**config.mk**
```make
export PLATFORM = sky130hd
export DESIGN_NAME = id_ex_stage_reg
export DESIGN_NICKNAME = d
export VERILOG_FILES = /design/src/rtl/id_ex_stage_reg.sv
export SDC_FILE = /design/constraint.sdc
export NUM_CORES = 1
export LEC_CHECK = 0
export CORE_ASPECT_RATIO = 1.4
export CORE_MARGIN = 2
export CORE_UTILIZATION = 35
export DETAILED_ROUTE_END_ITERATION = 12
export GPL_TIMING_DRIVEN = 0
export PLACE_DENSITY = 0.74
export SLEW_MARGIN = 20
export SYNTH_ARGS = -nofsm -noshare
export SYNTH_HDL_FRONTEND = slang
export SYNTH_SLANG_ARGS = --single-unit
```
**constraint.sdc**
```tcl
create_clock -name clk -period 5.3 [get_ports clk]
set_input_delay 0.53 -clock clk [delete_from_list [all_inputs] [get_ports clk]]
set_output_delay 0.53 -clock clk [all_outputs]
set_load 0.03 [all_outputs]
```
**src/rtl/id_ex_stage_reg.sv**
```systemverilog
// -----------------------------------------------------------------------------
// id_ex_stage_reg
//   ID/EX pipeline register of the five-stage RV32I core. Each cycle it latches
//   the decoder's control word and operands for the execute stage, detects
//   load-use hazards against the load currently sitting in EX, and:
//     - squashes the decode-stage instruction when EX redirects the PC,
//     - freezes completely while the back end asks for a hold,
//     - inserts a single bubble on a load-use hazard (load_use_stall tells the
//       front end to keep PC and IF/ID for that cycle).
//
// Optional feature macro: PIPE_PERF_CNT_EN
//   defined   -> bubble_cnt / flush_cnt count load-use bubbles and flushes
//   undefined -> both counter outputs tie to 0, no counter flops
//
// Ports
//   clk, rst                     clock (rising edge), async active-high reset
//   id_valid                     decode slot holds a real instruction
//   id_pc/id_rd1/id_rd2/id_imm   PC, register read data, immediate (XLEN)
//   id_rs1/id_rs2/id_rd          register indices (5)
//   id_rR1_use/id_rR2_use        decoder source-use flags
//   id_rf_we/id_dram_we          write enables
//   id_asel/id_bsel              ALU operand selects
//   id_wbsel[1:0]                writeback select, 2 = load
//   id_alu_op[3:0]               ALU operation
//   ex_redirect                  EX took a branch/jump this cycle
//   ext_hold                     back-end freeze request
//   ex_*                         registered copies of the id_* fields
//   load_use_stall               combinational: hold PC and IF/ID this cycle
//   bubble_cnt/flush_cnt         performance counters (32)
// -----------------------------------------------------------------------------
module id_ex_stage_reg #(
  parameter int XLEN = 32
) (
  input  logic            clk,
  input  logic            rst,
  input  logic            id_valid,
  input  logic [XLEN-1:0] id_pc,
  input  logic [XLEN-1:0] id_rd1,
  input  logic [XLEN-1:0] id_rd2,
  input  logic [XLEN-1:0] id_imm,
  input  logic [4:0]      id_rs1,
  input  logic [4:0]      id_rs2,
  input  logic [4:0]      id_rd,
  input  logic            id_rR1_use,
  input  logic            id_rR2_use,
  input  logic            id_rf_we,
  input  logic            id_dram_we,
  input  logic            id_asel,
  input  logic            id_bsel,
  input  logic [1:0]      id_wbsel,
  input  logic [3:0]      id_alu_op,
  input  logic            ex_redirect,
  input  logic            ext_hold,
  output logic            ex_valid,
  output logic [XLEN-1:0] ex_pc,
  output logic [XLEN-1:0] ex_rd1,
  output logic [XLEN-1:0] ex_rd2,
  output logic [XLEN-1:0] ex_imm,
  output logic [4:0]      ex_rs1,
  output logic [4:0]      ex_rs2,
  output logic [4:0]      ex_rd,
  output logic            ex_rf_we,
  output logic            ex_dram_we,
  output logic            ex_asel,
  output logic            ex_bsel,
  output logic [1:0]      ex_wbsel,
  output logic [3:0]      ex_alu_op,
  output logic            load_use_stall,
  output logic [31:0]     bubble_cnt,
  output logic [31:0]     flush_cnt
);

  localparam logic [1:0] WB_LOAD    = 2'd2;
  localparam logic [1:0] WB_BUBBLE  = 2'd1;
  localparam logic [3:0] ALU_BUBBLE = 4'hF;

  // Everything EX sees from this register, held as one word so bubble,
  // hold and capture are single assignments.
  typedef struct packed {
    logic            valid;
    logic [XLEN-1:0] pc;
    logic [XLEN-1:0] rd1;
    logic [XLEN-1:0] rd2;
    logic [XLEN-1:0] imm;
    logic [4:0]      rs1;
    logic [4:0]      rs2;
    logic [4:0]      rd;
    logic            rf_we;
    logic            dram_we;
    logic            asel;
    logic            bsel;
    logic [1:0]      wbsel;
    logic [3:0]      alu_op;
  } ex_word_t;

  // A bubble is a harmless no-op: no writes, writeback select off the load
  // path, and an ALU op code that the execute stage treats as idle.
  localparam ex_word_t BUBBLE_WORD = '{
    valid:   1'b0,
    pc:      '0,
    rd1:     '0,
    rd2:     '0,
    imm:     '0,
    rs1:     5'd0,
    rs2:     5'd0,
    rd:      5'd0,
    rf_we:   1'b0,
    dram_we: 1'b0,
    asel:    1'b0,
    bsel:    1'b0,
    wbsel:   WB_BUBBLE,
    alu_op:  ALU_BUBBLE
  };

  ex_word_t ex_q;
  ex_word_t ex_d;
  ex_word_t id_word;

  // Decode-stage word; an empty slot can never write state even if the
  // decoder left stale enables on its outputs.
  always_comb begin
    id_word         = BUBBLE_WORD;
    id_word.valid   = id_valid;
    id_word.pc      = id_pc;
    id_word.rd1     = id_rd1;
    id_word.rd2     = id_rd2;
    id_word.imm     = id_imm;
    id_word.rs1     = id_rs1;
    id_word.rs2     = id_rs2;
    id_word.rd      = id_rd;
    id_word.rf_we   = id_rf_we & id_valid;
    id_word.dram_we = id_dram_we & id_valid;
    id_word.asel    = id_asel;
    id_word.bsel    = id_bsel;
    id_word.wbsel   = id_wbsel;
    id_word.alu_op  = id_alu_op;
  end

  // Load-use hazard. A load into x0 produces nothing to forward, so it never
  // stalls. Redirect and hold both gate the stall: a squashed instruction
  // needs no interlock and a frozen pipe must not also freeze the front end
  // on a stale compare.
  logic load_in_ex;
  logic src1_hit;
  logic src2_hit;

  assign load_in_ex = ex_q.valid && (ex_q.wbsel == WB_LOAD) && (ex_q.rd != 5'd0);
  assign src1_hit   = id_rR1_use && (id_rs1 == ex_q.rd);
  assign src2_hit   = id_rR2_use && (id_rs2 == ex_q.rd);

  assign load_use_stall = load_in_ex && id_valid && (src1_hit || src2_hit)
                          && !ex_redirect && !ext_hold;

  // Update priority: flush > hold > load-use bubble > capture.
  always_comb begin
    ex_d = ex_q;
    if (ex_redirect)         ex_d = BUBBLE_WORD;
    else if (ext_hold)       ex_d = ex_q;
    else if (load_use_stall) ex_d = BUBBLE_WORD;
    else                     ex_d = id_word;
  end

  always_ff @(posedge clk or posedge rst) begin
    if (rst) ex_q <= BUBBLE_WORD;
    else     ex_q <= ex_d;
  end

  assign ex_valid   = ex_q.valid;
  assign ex_pc      = ex_q.pc;
  assign ex_rd1     = ex_q.rd1;
  assign ex_rd2     = ex_q.rd2;
  assign ex_imm     = ex_q.imm;
  assign ex_rs1     = ex_q.rs1;
  assign ex_rs2     = ex_q.rs2;
  assign ex_rd      = ex_q.rd;
  assign ex_rf_we   = ex_q.rf_we;
  assign ex_dram_we = ex_q.dram_we;
  assign ex_asel    = ex_q.asel;
  assign ex_bsel    = ex_q.bsel;
  assign ex_wbsel   = ex_q.wbsel;
  assign ex_alu_op  = ex_q.alu_op;

`ifdef PIPE_PERF_CNT_EN
  // load_use_stall is already low under hold or redirect, so it alone marks
  // a hazard bubble; a redirect counts as a flush even while held.
  logic [31:0] bubble_cnt_q;
  logic [31:0] flush_cnt_q;

  always_ff @(posedge clk or posedge rst) begin
    if (rst) begin
      bubble_cnt_q <= 32'd0;
      flush_cnt_q  <= 32'd0;
    end else begin
      if (load_use_stall) bubble_cnt_q <= bubble_cnt_q + 32'd1;
      if (ex_redirect)    flush_cnt_q  <= flush_cnt_q + 32'd1;
    end
  end

  assign bubble_cnt = bubble_cnt_q;
  assign flush_cnt  = flush_cnt_q;
`else
  assign bubble_cnt = 32'd0;
  assign flush_cnt  = 32'd0;
`endif

endmodule

```
; Yosys cells after proc, flatten, opt, wreduce, memory -nomap -nowiden
; Cells that the tools add are included.
[word_totals]
in_bits = 160
wordCells = 35
output_inout_bits = 219
ff_bits = 154
[op_classes]
muxes = 3
reduce_logical = 12
eq_ne = 4
bitwise_logic = 2
[op_table]
columns = cell, n
row1 = $mux W154, 3
row2 = $eq A5 B5 Y1, 2
row3 = $logic_and A1 B1 Y1, 8
row4 = $reduce_bool A5 Y1, 1
row5 = $and A1 B1 Y1, 2
row6 = $eq A2 B2 Y1 const B, 1
row7 = $logic_not A1 Y1, 2
row8 = $ne A2 B2 Y1 const B, 1
row9 = $logic_or A1 B1 Y1, 1

; Depth between registers and ports, before layout
[depth]
depth_word = 10
mapped_depth = 7
depth_no_buf = 4

; Least setup slack after synthesis
; OpenSTA, ideal clock, no wires.
[synth_timing]
path_kind = register to output
start = register ex_q (netlist bit ex_rd[1])
end = output load_use_stall
t_required_ns = 4.770
n_path_buf = 1
arrival_ns = 1.935
setup_slack_ns = 2.835
stages_incl_launch_ff = 6
path_cell_list = dfrtp_1 -> xnor2_1 -> nand4_1 -> o22ai_2 -> clkbuf_1 -> nor2b_1
[synth_via]
elab_chain_cells = 6
elab_cells_between_ends = 11
classes_between = eq/ne (2) / reduce/logical (9)
[synth_rtl]
columns = element, line
row1 = start: declaration, 115  ; ex_word_t ex_q;
row2 = start signal: assignment, 164  ; if (rst) ex_q <= BUBBLE_WORD;
row3 = start signal: assignment, 165  ; else ex_q <= ex_d;
row4 = "$eq A5 B5 Y1, or another cell as far along", 148  ; assign src1_hit = id_rR1_use && (id_rs1 == ex_q.rd);
row5 = $logic_and A1 B1 Y1 (on tied branches), "148, 147, 149"
row6 = $logic_or A1 B1 Y1 / $logic_and A1 B1 Y1 (equally long branches), 151  ; assign load_use_stall = load_in_ex && id_valid && (src1_hit || src2_hit)
row7 = $logic_and A1 B1 Y1 (*), 151
row8 = $logic_and A1 B1 Y1 (*) (2 in a row), 152  ; && !ex_redirect && !ext_hold;
row9 = end: declaration, 68  ; output logic load_use_stall,
; Every way passes the cells marked *; elsewhere a longest branch is shown, timed or not.

; Worst setup path in the final report
[layout_timing]
start = input id_rs1[4]
end = output load_use_stall
[layout_via]
elab_chain_cells = 6
[layout_rtl]
columns = element, line
row1 = start: declaration, 41  ; input logic [4:0] id_rs1,
row2 = $eq A5 B5 Y1, 148
row3 = $logic_and A1 B1 Y1, 148
row4 = $logic_or A1 B1 Y1, 151
row5 = $logic_and A1 B1 Y1, 151
row6 = $logic_and A1 B1 Y1 (2 in a row), 152
; Every way passes these cells.

==> results by group <==
Outcome
  • Status: finished clean

Synth
  • Distinct cells, synth: 31
  • Sequential cell area fraction in the yosys report: a little under half
  • Avg Inst Size Synth: 9.25 sq um
  • Post-synth EDFFs: 0
  • Top post-synthesis cells by area: dfrtp_1 45%, and3b_1 8.9%, buf_4 6.9%, nand2_1 6.8%, a31oi_1 6.3%
  • Yosys reg bits: 154
  • Synth Cell Area: between 0.008 and 0.009 sq mm
  • Mapped Cells: approximately 900
  • Top cell type's share of synthesized area: 44.8%
  • Top FF cell, synth: dfrtp_1
  • Post-synth ARST share: 100%
  • Synth Warn #: 0
  • Largest area contributor in the netlist: dfrtp_1

Drt
  • Starting DRT DRC Count: 518
  • Drt first pass iters: 5
  • Final ANT Viol Nets: 0
  • Vias per cell: 5.28
  • # DRC: 0
  • DRT Wirelength: 31400 microns
  • Drt wl/cell: about 20 microns
  • Vias: 8525

Floorplan
  • Die Y-Extent: between 150 and 200 microns
  • Full die area: between 0.02 and 0.03 sq mm
  • Starting density of the core: 35.8%
  • Die Width: 134 microns
  • Core Region: 0.0233 sq mm
  • I/O Pins: 379
  • # rows: 66

Power and ir drop
  • Switch Pwr: between 1 and 1.5 mW
  • Combinational power share: between 20% and 30%
  • Total power: about 3.8 mW
  • Switching portion of total power: 31.3%
  • PD cells: 296 mW/mm^2
  • Seq pwr share: 36.1%
  • Clk pwr share: 36.8%
  • Maximum vdd drop: 0.229 mV
  • Lkg Pwr: between 5 and 6 nW
  • P_int: around 2.6 mW

Hold path
  • Hold EP: ex_imm[3]
  • Hold path depth: 2
  • Min-delay src: ex_imm[3]
  • Hold Path Class: flop to flop

Place
  • # port buffers: 312
  • Gpl congestion: 0.866
  • Placed Cells incl. Taps: approximately 1600
  • Hpwl dp: 22700 microns

Setup path
  • R2r startpoint: ex_rd[4]
  • CP startpoint kind: input pin
  • Arr. time, crit path: 3.34 ns
  • Reg-to-reg slack, setup: 2.81 ns
  • Worst EP required: 4.77 ns
  • Worst setup path class: input pin to output port
  • Crit Reg-Reg Endpoint: ex_rd1[2]
  • Worst Setup End Kind: output port
  • Crit-path max FO: 10
  • R2r worst-path depth: 6

Global routing
  • First-pass GRT wire length: ~48000 microns
  • Total Routing Usage GR: 24.6%
  • Vias in the first global route: 8564
  • Gr ovfl total: 0
  • Pin count of the biggest net entering global routing: 92
  • Initial antenna violation count: 1

Finish
  • Finished Layout Cells: about 1600
  • Filler Cells Inserted: around 2100
  • Multi-input logic area: 0.00377 sq mm
  • Commonest non-fill, non-tap cell in the layout: clkdlybuf4s50_1
  • Sequential cell area: 0.00386 sq mm
  • Layout Nets: 1456
  • Layout cell share with drive strength beyond 1: 10.1%
  • Most frequent cells in the layout: 312 x clkdlybuf4s50_1, 151 x nand2_1, 149 x dfrtp_1
  • Area grow syn2layout: 53.3%

STA
  • Final hold vios: 0
  • Final hold slack: 0.504 ns
  • Minimum clock period: ~3.9 ns
  • Worst-Margin Slew: between 0.8 and 0.9 ns
  • Setup TNS Final: 0 ns
  • F_max: 258 MHz
  • Final setup fails: 0
  • Relative slew slack: 44.9%
  • Final Cycle Share: 73.0%
  • Max-slew violation count: 0
  • Skew final: 0.0106 ns
  • RSZ-0062 raised after global routing: no

Clock network
  • TritonCTS Buffers: 17
  • Clock tree buffer depth: 2
  • CTS resizes: 0
  • CTS tree: done
  • Clock-pin slew on the worst setup and hold paths: 0.06 ns
  • H-tree Lvls: 4
  • Clock Sinks: 154
  • Setup bufs post-CTS: 0
  • Clock root buffer: clkbuf_16
  • Later-pin clock latency in the skew report: 0.43 ns
  • Hold buffers post-CTS: 0

Job
  • Max_cap viols: 0
critical path, stage by stage:
cell and delay, ns:
clkdlybuf4s50_1 0.49, xnor2_1 0.15, nand4_1 0.16, o22ai_2 0.65, clkbuf_1 0.43, nor2b_1 0.18, clkdlybuf4s50_1 0.73
cell families after synthesis:
group                  count (synthesis)  share of synthesized area [%]
buffers and inverters                161                           11.2
XOR/XNOR                              10                           1.05
flip-flops                           154                           46.3
AND/OR/NAND/NOR                      265                           17.8
other                                  1                         0.0450
AO/OA/AOI/OAI                        310                           23.5
worst max path at each step:
stage,startpoint,end
CTS,ex_rd[4],load_use_stall
global route,ex_rd[4],load_use_stall
global placement,rst,ex_pc[27]
finish,id_rs1[4],load_use_stall
floorplan,rst,ex_asel
detailed placement,id_rs1[4],load_use_stall
metrics by stage:
step	util, %	area [sq um]	setup slack, ns
after global routing	54.9	12800	1.28
after CTS	54.8	12800	1.46
after global placement	51.8	12100	-1.86
final	54.9	12800	1.43
after floorplan	-	8570	0.628
after detailed placement	52.0	12100	1.48
power by group through the flow:
stage	Clock, mW	Sequential, mW	Combinational, mW
CTS	1.41	1.37	1.03
global placement	0	1.38	1.01
floorplan	0	1.60	0.330
global route	1.46	1.38	1.09
finish	1.39	1.37	1.03
detailed placement	0	1.39	1.02
layer usage:
layer / global-route usage [%] / vias up / share of wire (%)
met4: 11.9 / 0 / 4.2
met2: 41.7 / 380 / 50
met3: 6.03 / 69 / 7.9
met5: 0 / - / 0
li1: - / 3954 / -
met1: 28.8 / 4122 / 38
state kept, by name, summed over array words and instances (netlist names):
name        count
ex_pc          32
ex_rf_we        1
ex_asel         1
ex_rd           5
ex_rd1         32
ex_valid        1
ex_wbsel        2
ex_dram_we      1
ex_rd2         32
ex_rs2          5
ex_alu_op       4
ex_rs1          5
ex_bsel         1
ex_imm         32
Yosys cell counts, types with 10 or more instances:
| cell type | number |
|---|---|
| a22oi_1 | 12 |
| a32oi_1 | 54 |
| clkbuf_1 | 69 |
| nor3b_1 | 10 |
| nor2_1 | 11 |
| dfrtp_1 | 149 |
| a31oi_1 | 84 |
| nand2_1 | 151 |
| o21ai_1 | 59 |
| and3b_1 | 85 |
| o221ai_1 | 10 |
| buf_4 | 77 |
| o21ai_0 | 80 |
| xnor2_1 | 10 |
layout make-up:
class / count / share of cell area [%]
Tap cell: 306 / 3.00
Clock buffer: 21 / 3.68
Sequential cell: 154 / 30.2
Buffer: 160 / 7.29
Clock inverter: 11 / 1.50
Inverter: 1 / 0.0882
Antenna cell: 1 / 0.0196
Multi-Input combinational cell: 649 / 29.5
Timing Repair Buffer: 313 / 24.7
(Power assumes the default switching activity.)
